--- src/rtl/axis_rr_arbiter_pkg.sv ---
// Shared types for the AXI-Stream round-robin arbiter.
package axis_arb_pkg;

   typedef enum logic {
      IDLE   = 1'b0,
      LOCKED = 1'b1
   } state_t;

endpackage

--- src/rtl/axis_rr_arbiter_rr_picker.sv ---
// Rotated priority encoder: picks the first set request at or after ptr, wrapping around.
module rr_picker #(
   parameter  int N    = 4,
   localparam int ID_W = $clog2(N)
) (
   input  logic [N-1:0]    req,
   input  logic [ID_W-1:0] ptr,
   output logic [ID_W-1:0] gnt_idx,
   output logic            gnt_any
);

   logic [ID_W-1:0] idx;

   // Walk offsets from farthest to nearest so the candidate closest to ptr is written last and wins.
   always_comb begin
      // NOTE: every output gets a default before the loop so no path leaves it unassigned (no latch).
      gnt_idx = '0;
      gnt_any = 1'b0;
      idx     = '0;
      for (int k = N - 1; k >= 0; k--) begin
         idx = ID_W'((int'(ptr) + k) % N);
         if (req[idx]) begin
            gnt_idx = idx;
            gnt_any = 1'b1;
         end
      end
   end

endmodule

--- src/rtl/axis_rr_arbiter.sv ---
// Packet-locked round-robin arbiter sharing one AXI-Stream sink among NUM_REQ requesters.
module axis_rr_arbiter
   import axis_arb_pkg::*;
#(
   parameter  int NUM_REQ = 4,
   parameter  int DATA_W  = 32,
   localparam int ID_W    = $clog2(NUM_REQ)
) (
   input  logic                      aclk,
   input  logic                      aresetn,
   input  logic [NUM_REQ-1:0]        req_mask,
   input  logic [NUM_REQ*DATA_W-1:0] s_axis_tdata,
   input  logic [NUM_REQ-1:0]        s_axis_tvalid,
   input  logic [NUM_REQ-1:0]        s_axis_tlast,
   output logic [NUM_REQ-1:0]        s_axis_tready,
   output logic [DATA_W-1:0]         m_axis_tdata,
   output logic                      m_axis_tvalid,
   output logic                      m_axis_tlast,
   output logic [ID_W-1:0]           m_axis_tid,
   input  logic                      m_axis_tready,
   output logic                      busy
);

   state_t              state;
   logic [ID_W-1:0]     grant;
   logic [ID_W-1:0]     rr_ptr;
   logic [ID_W-1:0]     pick_idx;
   logic                pick_any;
   logic [NUM_REQ-1:0]  eligible;
   logic [DATA_W-1:0]   grant_data;
   logic                grant_valid;
   logic                grant_last;
   logic                grant_ready;
   logic                accept;

   assign eligible = s_axis_tvalid & req_mask;

   rr_picker #(.N(NUM_REQ)) u_picker (
      .req     (eligible),
      .ptr     (rr_ptr),
      .gnt_idx (pick_idx),
      .gnt_any (pick_any)
   );

   always_comb begin
      grant_data  = '0;
      grant_valid = 1'b0;
      grant_last  = 1'b0;
      for (int i = 0; i < NUM_REQ; i++) begin
         if (grant == ID_W'(i)) begin
            grant_data  = s_axis_tdata[i*DATA_W +: DATA_W];
            grant_valid = s_axis_tvalid[i];
            grant_last  = s_axis_tlast[i];
         end
      end
   end

   // The output register can take a new beat when empty or draining this cycle.
   assign grant_ready = (state == LOCKED) && (!m_axis_tvalid || m_axis_tready);
   assign accept      = grant_ready && grant_valid;
   assign busy        = (state == LOCKED);

   always_comb begin
      s_axis_tready = '0;
      if (grant_ready) s_axis_tready[grant] = 1'b1;
   end

   always_ff @(posedge aclk) begin
      // NOTE: reset is synchronous and active-low; sequential state uses non-blocking assignments only.
      if (!aresetn) begin
         state         <= IDLE;
         grant         <= '0;
         rr_ptr        <= '0;
         m_axis_tvalid <= 1'b0;
         m_axis_tdata  <= '0;
         m_axis_tlast  <= 1'b0;
         m_axis_tid    <= '0;
      end else begin
         case (state)
            IDLE: begin
               if (pick_any) begin
                  grant <= pick_idx;
                  state <= LOCKED;
               end
            end
            LOCKED: begin
               if (accept && grant_last) begin
                  state  <= IDLE;
                  rr_ptr <= (grant == ID_W'(NUM_REQ - 1)) ? '0 : grant + 1'b1;
               end
            end
            default: state <= IDLE;
         endcase

         if (accept) begin
            m_axis_tdata  <= grant_data;
            m_axis_tlast  <= grant_last;
            m_axis_tid    <= grant;
            m_axis_tvalid <= 1'b1;
         end else if (m_axis_tready) begin
            m_axis_tvalid <= 1'b0;
         end
      end
   end

endmodule

--- config.mk ---
export PLATFORM = sky130hd
export DESIGN_NAME = axis_rr_arbiter
export DESIGN_NICKNAME = d
export VERILOG_FILES = /design/src/rtl/axis_rr_arbiter_pkg.sv /design/src/rtl/axis_rr_arbiter_rr_picker.sv /design/src/rtl/axis_rr_arbiter.sv
export SDC_FILE = /design/constraint.sdc
export NUM_CORES = 1
export LEC_CHECK = 0
export ABC_CLOCK_PERIOD_IN_PS = 2400
export CAP_MARGIN = 30
export CORE_MARGIN = 2
export CORE_UTILIZATION = 37
export CTS_BUF_LIST = sky130_fd_sc_hd__clkbuf_8
export CTS_CLUSTER_DIAMETER = 50
export CTS_CLUSTER_SIZE = 30
export DETAILED_ROUTE_END_ITERATION = 8
export PLACE_DENSITY = 0.82
export SLEW_MARGIN = 20
export SYNTH_ARGS = -nofsm -noshare
export SYNTH_HDL_FRONTEND = slang
export SYNTH_HIERARCHICAL = 1
export SYNTH_SLANG_ARGS = --single-unit
--- constraint.sdc ---
create_clock -name aclk -period 2.4 [get_ports aclk]
set_input_delay 0.72 -clock aclk [delete_from_list [all_inputs] [get_ports aclk]]
set_output_delay 0.72 -clock aclk [all_outputs]
set_load 0.02 [all_outputs]
## Word level (Yosys, flattened, before mapping)

Index checks and enable logic that the tools add are counted.

| storage, ports and cells | value |
|---|---|
| register bits | 41 |
| logic and storage cells | 69 |

| operators by class | value |
|---|---|
| bitwise logic cells | 2 |
| reductions and logical operators | 10 |
| magnitude comparators | 6 |
| muxes and demuxes | 37 |
| eq/ne operators | 3 |
| add/subtract/negate cells | 4 |

Operators with widths:

| kind | number |
|---|---|
| 32-bit two-way mux | 4 |
| 1-bit two-way mux | 21 |
| 2-bit by 3-bit < comparator with 1-bit output, second input constant | 5 |
| 2-bit two-way mux | 5 |
| 1-bit binary-select mux with 2-bit select | 4 |
| 2-bit by 1-bit adder with 2-bit output, second input constant | 2 |
| 2-bit adder, second input constant | 2 |
| 4-bit AND | 1 |
| 2-bit equality test, second input constant | 2 |
| 1-bit logical AND | 4 |
| 4-bit two-way mux | 1 |
| 2-bit AND reduction | 2 |
| 1-bit demux with 2-bit select | 1 |
| 2-bit by 1-bit equality test with 1-bit output, second input constant | 1 |
| 2-bit by 1-bit >= comparator with 1-bit output, second input constant | 1 |
| 2-bit zero test | 1 |
| 1-bit one-hot mux with 2 select lines | 1 |
| 2-bit nonzero test | 1 |
| 1-bit zero test | 1 |
| 1-bit logical OR | 1 |
| 1-bit NOT | 1 |

## Longest topological paths before layout

| depth | value |
|---|---|
| depth after elaboration | 9 |
| gate-level depth with buffers | 9 |

## By module

The synthesis kept the hierarchy.

Modules (own cells, without submodules):

| module | sequential area each (um^2) | area each (um^2) | cells each | times used |
|---|---|---|---|---|
| axis_rr_arbiter | 820.8 | 2695.1 | 328 | 1 |
| rr_picker | 0.0 | 77.6 | 13 | 1 |

## Least setup slack after synthesis

Ideal clock, no wire load.

| timing | value |
|---|---|
| path kind | reg-to-output |
| from | register grant[0] |
| to | output port s_axis_tready[3] |
| required time | 1.680 ns |
| arrival | 1.544 ns |
| path slack | 0.136 ns |
| path buffers | 3 |
| cell stages (with the launch flop) | 6 |
| cells stage by stage | dfxtp_1 > ha_1 > buf_2 > clkbuf_1 > clkbuf_1 > and3_1 |

| on the way | value |
|---|---|
| longest elaborated chain between the ends | 5 |
| elaborated cells between the ends (all ways) | 6 |

Ends and longest elaborated chain:

| item | RTL line | text |
|---|---|---|
| from (decl) | axis_rr_arbiter.sv:25 | `logic [ID_W-1:0] grant;` |
| from (signal assigned) | axis_rr_arbiter.sv:82 | `grant <= pick_idx;` |
| 2-bit by 3-bit < comparator with 1-bit output (implied by the code) / 2-bit by 1-bit >= comparator with 1-bit output (equally long branches) | axis_rr_arbiter.sv:65 | `if (grant_ready) s_axis_tready[grant] = 1'b1;` |
| 1-bit logical AND (implied by the code) | axis_rr_arbiter.sv:65 |  |
| 1-bit two-way mux (implied by the code) | axis_rr_arbiter.sv:65 |  |
| 1-bit demux with 2-bit select (*) | axis_rr_arbiter.sv:65 |  |
| 4-bit two-way mux (*) | axis_rr_arbiter.sv:65 |  |
| to (decl) | axis_rr_arbiter.sv:15 | `output logic [NUM_REQ-1:0] s_axis_tready,` |

Every way passes the cells marked *; elsewhere a longest branch is shown, timed or not.

## Worst setup path in the final report

| timing | value |
|---|---|
| from | input port m_axis_tready |
| to | output port s_axis_tready[1] |

| on the way | value |
|---|---|
| longest elaborated chain between the ends | 3 |

Ends and longest elaborated chain:

| item | RTL line | text |
|---|---|---|
| from (decl) | axis_rr_arbiter.sv:20 | `input logic m_axis_tready,` |
| 1-bit logical OR | axis_rr_arbiter.sv:59 | `assign grant_ready = (state == LOCKED) && (!m_axis_tvalid \|\| m_axis_tready);` |
| 1-bit logical AND | axis_rr_arbiter.sv:59 |  |
| 4-bit two-way mux | axis_rr_arbiter.sv:65 |  |

No other way between the ends.

==> results.py <==
metrics = {
    "yosys": {
        "synth-warning-count": 6,
        "syn_nets": 488,
        "synth-edff-count": 0,
        "synth_ff_type": "dfxtp_1",
        "synth_cell_type_count": 34,
        "synthesis.area_um2": 2770,
        "synth-seq-cells": 41,
        "synthCells": 341,
        "syn_area_per_cell_um2": 8.13,
        "ys_seq_area_share_pct": 29.6,
        "async_reset_ff_share_pct": 0,
    },
    "route": {
        "ant_nets": 0,
        "wirelength_mm": 10.0,
        "avgRoutedWirePerCell_um": 16.4,
        "viasPerCell": 5.61,
        "drcViolationCount": 0,
        "vias": 3425,
        "firstDrtPassIters": 4,
        "drt_iter0_markers": 101,
    },
    "floorplan": {
        "core_area_um2": 7250,
        "start_util_pct": 38.2,
        "fp.dieArea_um2": 8200,
        "die_h_um": 90.6,
        "io_pins": 184,
        "die_w_um": 90.6,
        "core.rowCount": 31,
    },
    "clock_tree": {
        "clk_path_buf_depth": 2,
        "clkSinkCount": 41,
        "ctsHoldBuffers": 0,
        "clk_latency_ps": 280,
        "h-tree-depth": 2,
        "cts_root_buf": "clkbuf_8",
        "clk_pin_slew_ps": 80,
        "cts_tree": "yes",
        "cts_inserted_buffers": 5,
    },
    "critical_path": {
        "worstPathArrival_ps": 1630,
        "max_stage_delay_ps": 450,
        "r2r.worst_path.cells": 8,
        "path_class": "primary input to primary output",
        "startpoint": "m_axis_tready",
        "startpoint_type": "primary input",
        "path_buf_inv": 2,
        "critPathSlowestCell": "clkdlybuf4s50_1",
        "critPathRequiredTime_ps": 1680,
        "crit_path_end_kind": "primary output",
        "crit_chain": "clkdlybuf4s50_1 -> nand2b_4 -> and3_1 -> buf_2",
        "r2r_slack_ps": 190,
        "timing.rr.start": "grant[1]",
        "crit_family": "buffers and inverters",
        "r2r-end": "m_axis_tdata[26]",
        "worstPathMaxFanout": 5,
    },
    "finish": {
        "num-fill-cells": 619,
        "n_antenna_cell": 0,
        "drive_gt1_share_pct": 8.20,
        "areaGrowthSynthToFinish_pct": 73.1,
        "final_net_count": 659,
    },
    "power_and_ir_drop": {
        "power_mw": 2.27,
        "pwr-share-clk_pct": 20.0,
        "switching_power_uw": 727,
        "power.density_nw_per_um2": 474,
        "p_sw_share_pct": 32.0,
        "p_leak_nw": 1.69,
        "combPwrFrac_pct": 44.9,
        "intPower_mw": 1.55,
        "peakVddDrop_mv": 0.224,
        "p_seq_share_pct": 35.2,
    },
    "sta": {
        "whs_ps": 502,
        "fin_crit_sh_pct": 97.9,
        "timing.slew.headroom_pct": 67.6,
        "finalHoldViolCount": 0,
        "setup_viol": 0,
        "tightest_slew_ps": 485,
        "min_period_ps": 2350,
        "rsz0062_at_grt": "no",
        "max_freq_mhz": 425,
        "drv_slew": 0,
        "fin_skew_ps": 4.43,
    },
    "global_route": {
        "grt_max_degree": 39,
        "grt_usage_pct": 23.6,
        "grt_pass1_wl_mm": 16.1,
        "grt-ovfl-total": 0,
        "grt_pass1_vias": 3434,
        "antenna_found_initial": 0,
    },
    "placed_design": {
        "post-dp-hpwl_mm": 7.67,
        "place_congestion": 0.797,
        "port-buffer-count": 183,
    },
    "hold_path": {
        "whs_endpoint": "m_axis_tid[1]",
        "hold_class": "register to register",
        "holdPathStages": 2,
        "hold_start": "m_axis_tid[1]",
    },
    "run": {
        "cap_violations": 0,
    },
    "outcome": {
        "status": "finished clean",
    },
}
[synth_stat cells (all sizes together) (4+ instances only)]
master / n / area [µm²]
a21oi: 7 / 35.0
a221oi: 32 / 280
and2: 4 / 25.0
and3: 5 / 31.3
buf: 20 / 136
clkbuf: 19 / 71.3
dfxtp: 41 / 821
ha: 4 / 50.1
inv: 4 / 15.0
nand2: 39 / 146
nand2b: 4 / 25.0
nand3: 35 / 175
nor2: 10 / 40.0
nor2b: 34 / 213
nor3: 32 / 160
o221a: 32 / 360
[metrics by stage]
step / TNS (ps) / setup WS (ps) / std cells / util, % / instance area [µm²]
after floorplan: 0 / 136 / 341 / - / 2770
after detailed placement: -1890 / -445 / 604 / 65.0 / 4720
final: 0 / 49.5 / 611 / 66.2 / 4800
after global placement: -1590 / -398 / 604 / 65.0 / 4720
after CTS: 0 / 45.2 / 611 / 66.0 / 4790
after global routing: 0 / 30.8 / 611 / 66.2 / 4800
[sequential cells by signal, indices dropped and copies added (netlist names)]
signal,flops
m_axis_tlast,1
grant,2
busy,1
rr_ptr,2
m_axis_tvalid,1
m_axis_tid,2
m_axis_tdata,32
[worst max-delay path by stage]
stage / endpoint / cells after the start / slack [ps]
3_3_place_gp: s_axis_tready[3] / 4 / -400
2_1_floorplan: s_axis_tready[3] / 5 / 140
4_1_cts: s_axis_tready[1] / 4 / 50
6_report: s_axis_tready[1] / 4 / 50
5_1_grt: s_axis_tready[0] / 4 / 30
3_5_place_dp: s_axis_tready[1] / 4 / -440
[per-layer routing]
layer  vias up  GRT usage (%)  wire length [µm]
met1      1624           27.2              3970
met5         -              0                 0
met3        23           5.43               743
li1       1631              -                 -
met2       147           42.8              5060
met4         0           7.56               231
[area by class of cell]
cell class / count / area (µm²) / share of cell area, %
Tap cell: 99 / 124 / 2.58
Sequential cell: 41 / 821 / 17.1
Clock buffer: 6 / 82.6 / 1.72
Timing Repair Buffer: 203 / 2000 / 41.7
Multi-Input combinational cell: 257 / 1750 / 36.5
Inverter: 4 / 15.0 / 0.313
Clock inverter: 1 / 3.75 / 0.0782
[layout by cell type (no fill, tap or decap), drive strengths merged, types with 3 or more instances in the layout]
| cell | Yosys | routed |
|---|---|---|
| and2 | 4 | 4 |
| mux2i | 3 | 3 |
| a221oi | 32 | 32 |
| clkdlybuf4s50 | 0 | 179 |
| a21oi | 7 | 7 |
| clkbuf | 19 | 6 |
| nor2b | 34 | 34 |
| buf | 20 | 24 |
| nor3 | 32 | 32 |
| and3 | 5 | 5 |
| o221a | 32 | 32 |
| dfxtp | 41 | 41 |
| nand3 | 35 | 35 |
| o21ai | 3 | 3 |
| nand2 | 39 | 39 |
| nand2b | 4 | 4 |
| inv | 4 | 5 |
| a211oi | 3 | 3 |
| ha | 4 | 4 |
| nor2 | 10 | 10 |
[logic make-up (layout without fill, tap and decap cells)]
group	Yosys count	in the layout	synth area share, %
AOI/OAI and AO/OA	82	82	28.4
adders and majority gates	4	4	1.81
buffers and inverters	43	214	8.03
DFF	41	41	29.6
muxes	3	3	1.08
and+or+nand+nor	168	168	31.1
[timing repair]
action / 4_1_cts / 5_1_grt
setup endpoints to repair: 4 / 31
pin swaps: 0 / 0
resized for setup: 17 / 3
setup buffers: 0 / 0
[power groups by stage]
stage / clock network [mW] / logic, mW / registers (mW)
global route: 0.487 / 1.10 / 0.809
CTS: 0.461 / 1.03 / 0.800
detailed placement: 0 / 1.03 / 0.814
floorplan: 0 / 0.443 / 0.890
finish: 0.454 / 1.02 / 0.800
global placement: 0 / 1.00 / 0.811
[worst reg2reg max path: stages (launching register included)]
cell and delay [ps]:
dfxtp_1 350, inv_1 120, ha_2 280, buf_6 210
and4bb_1 270, a2111oi_4 330, nor2_2 120, buf_4 180
o221a_1 250
(Power assumes the default switching activity.)
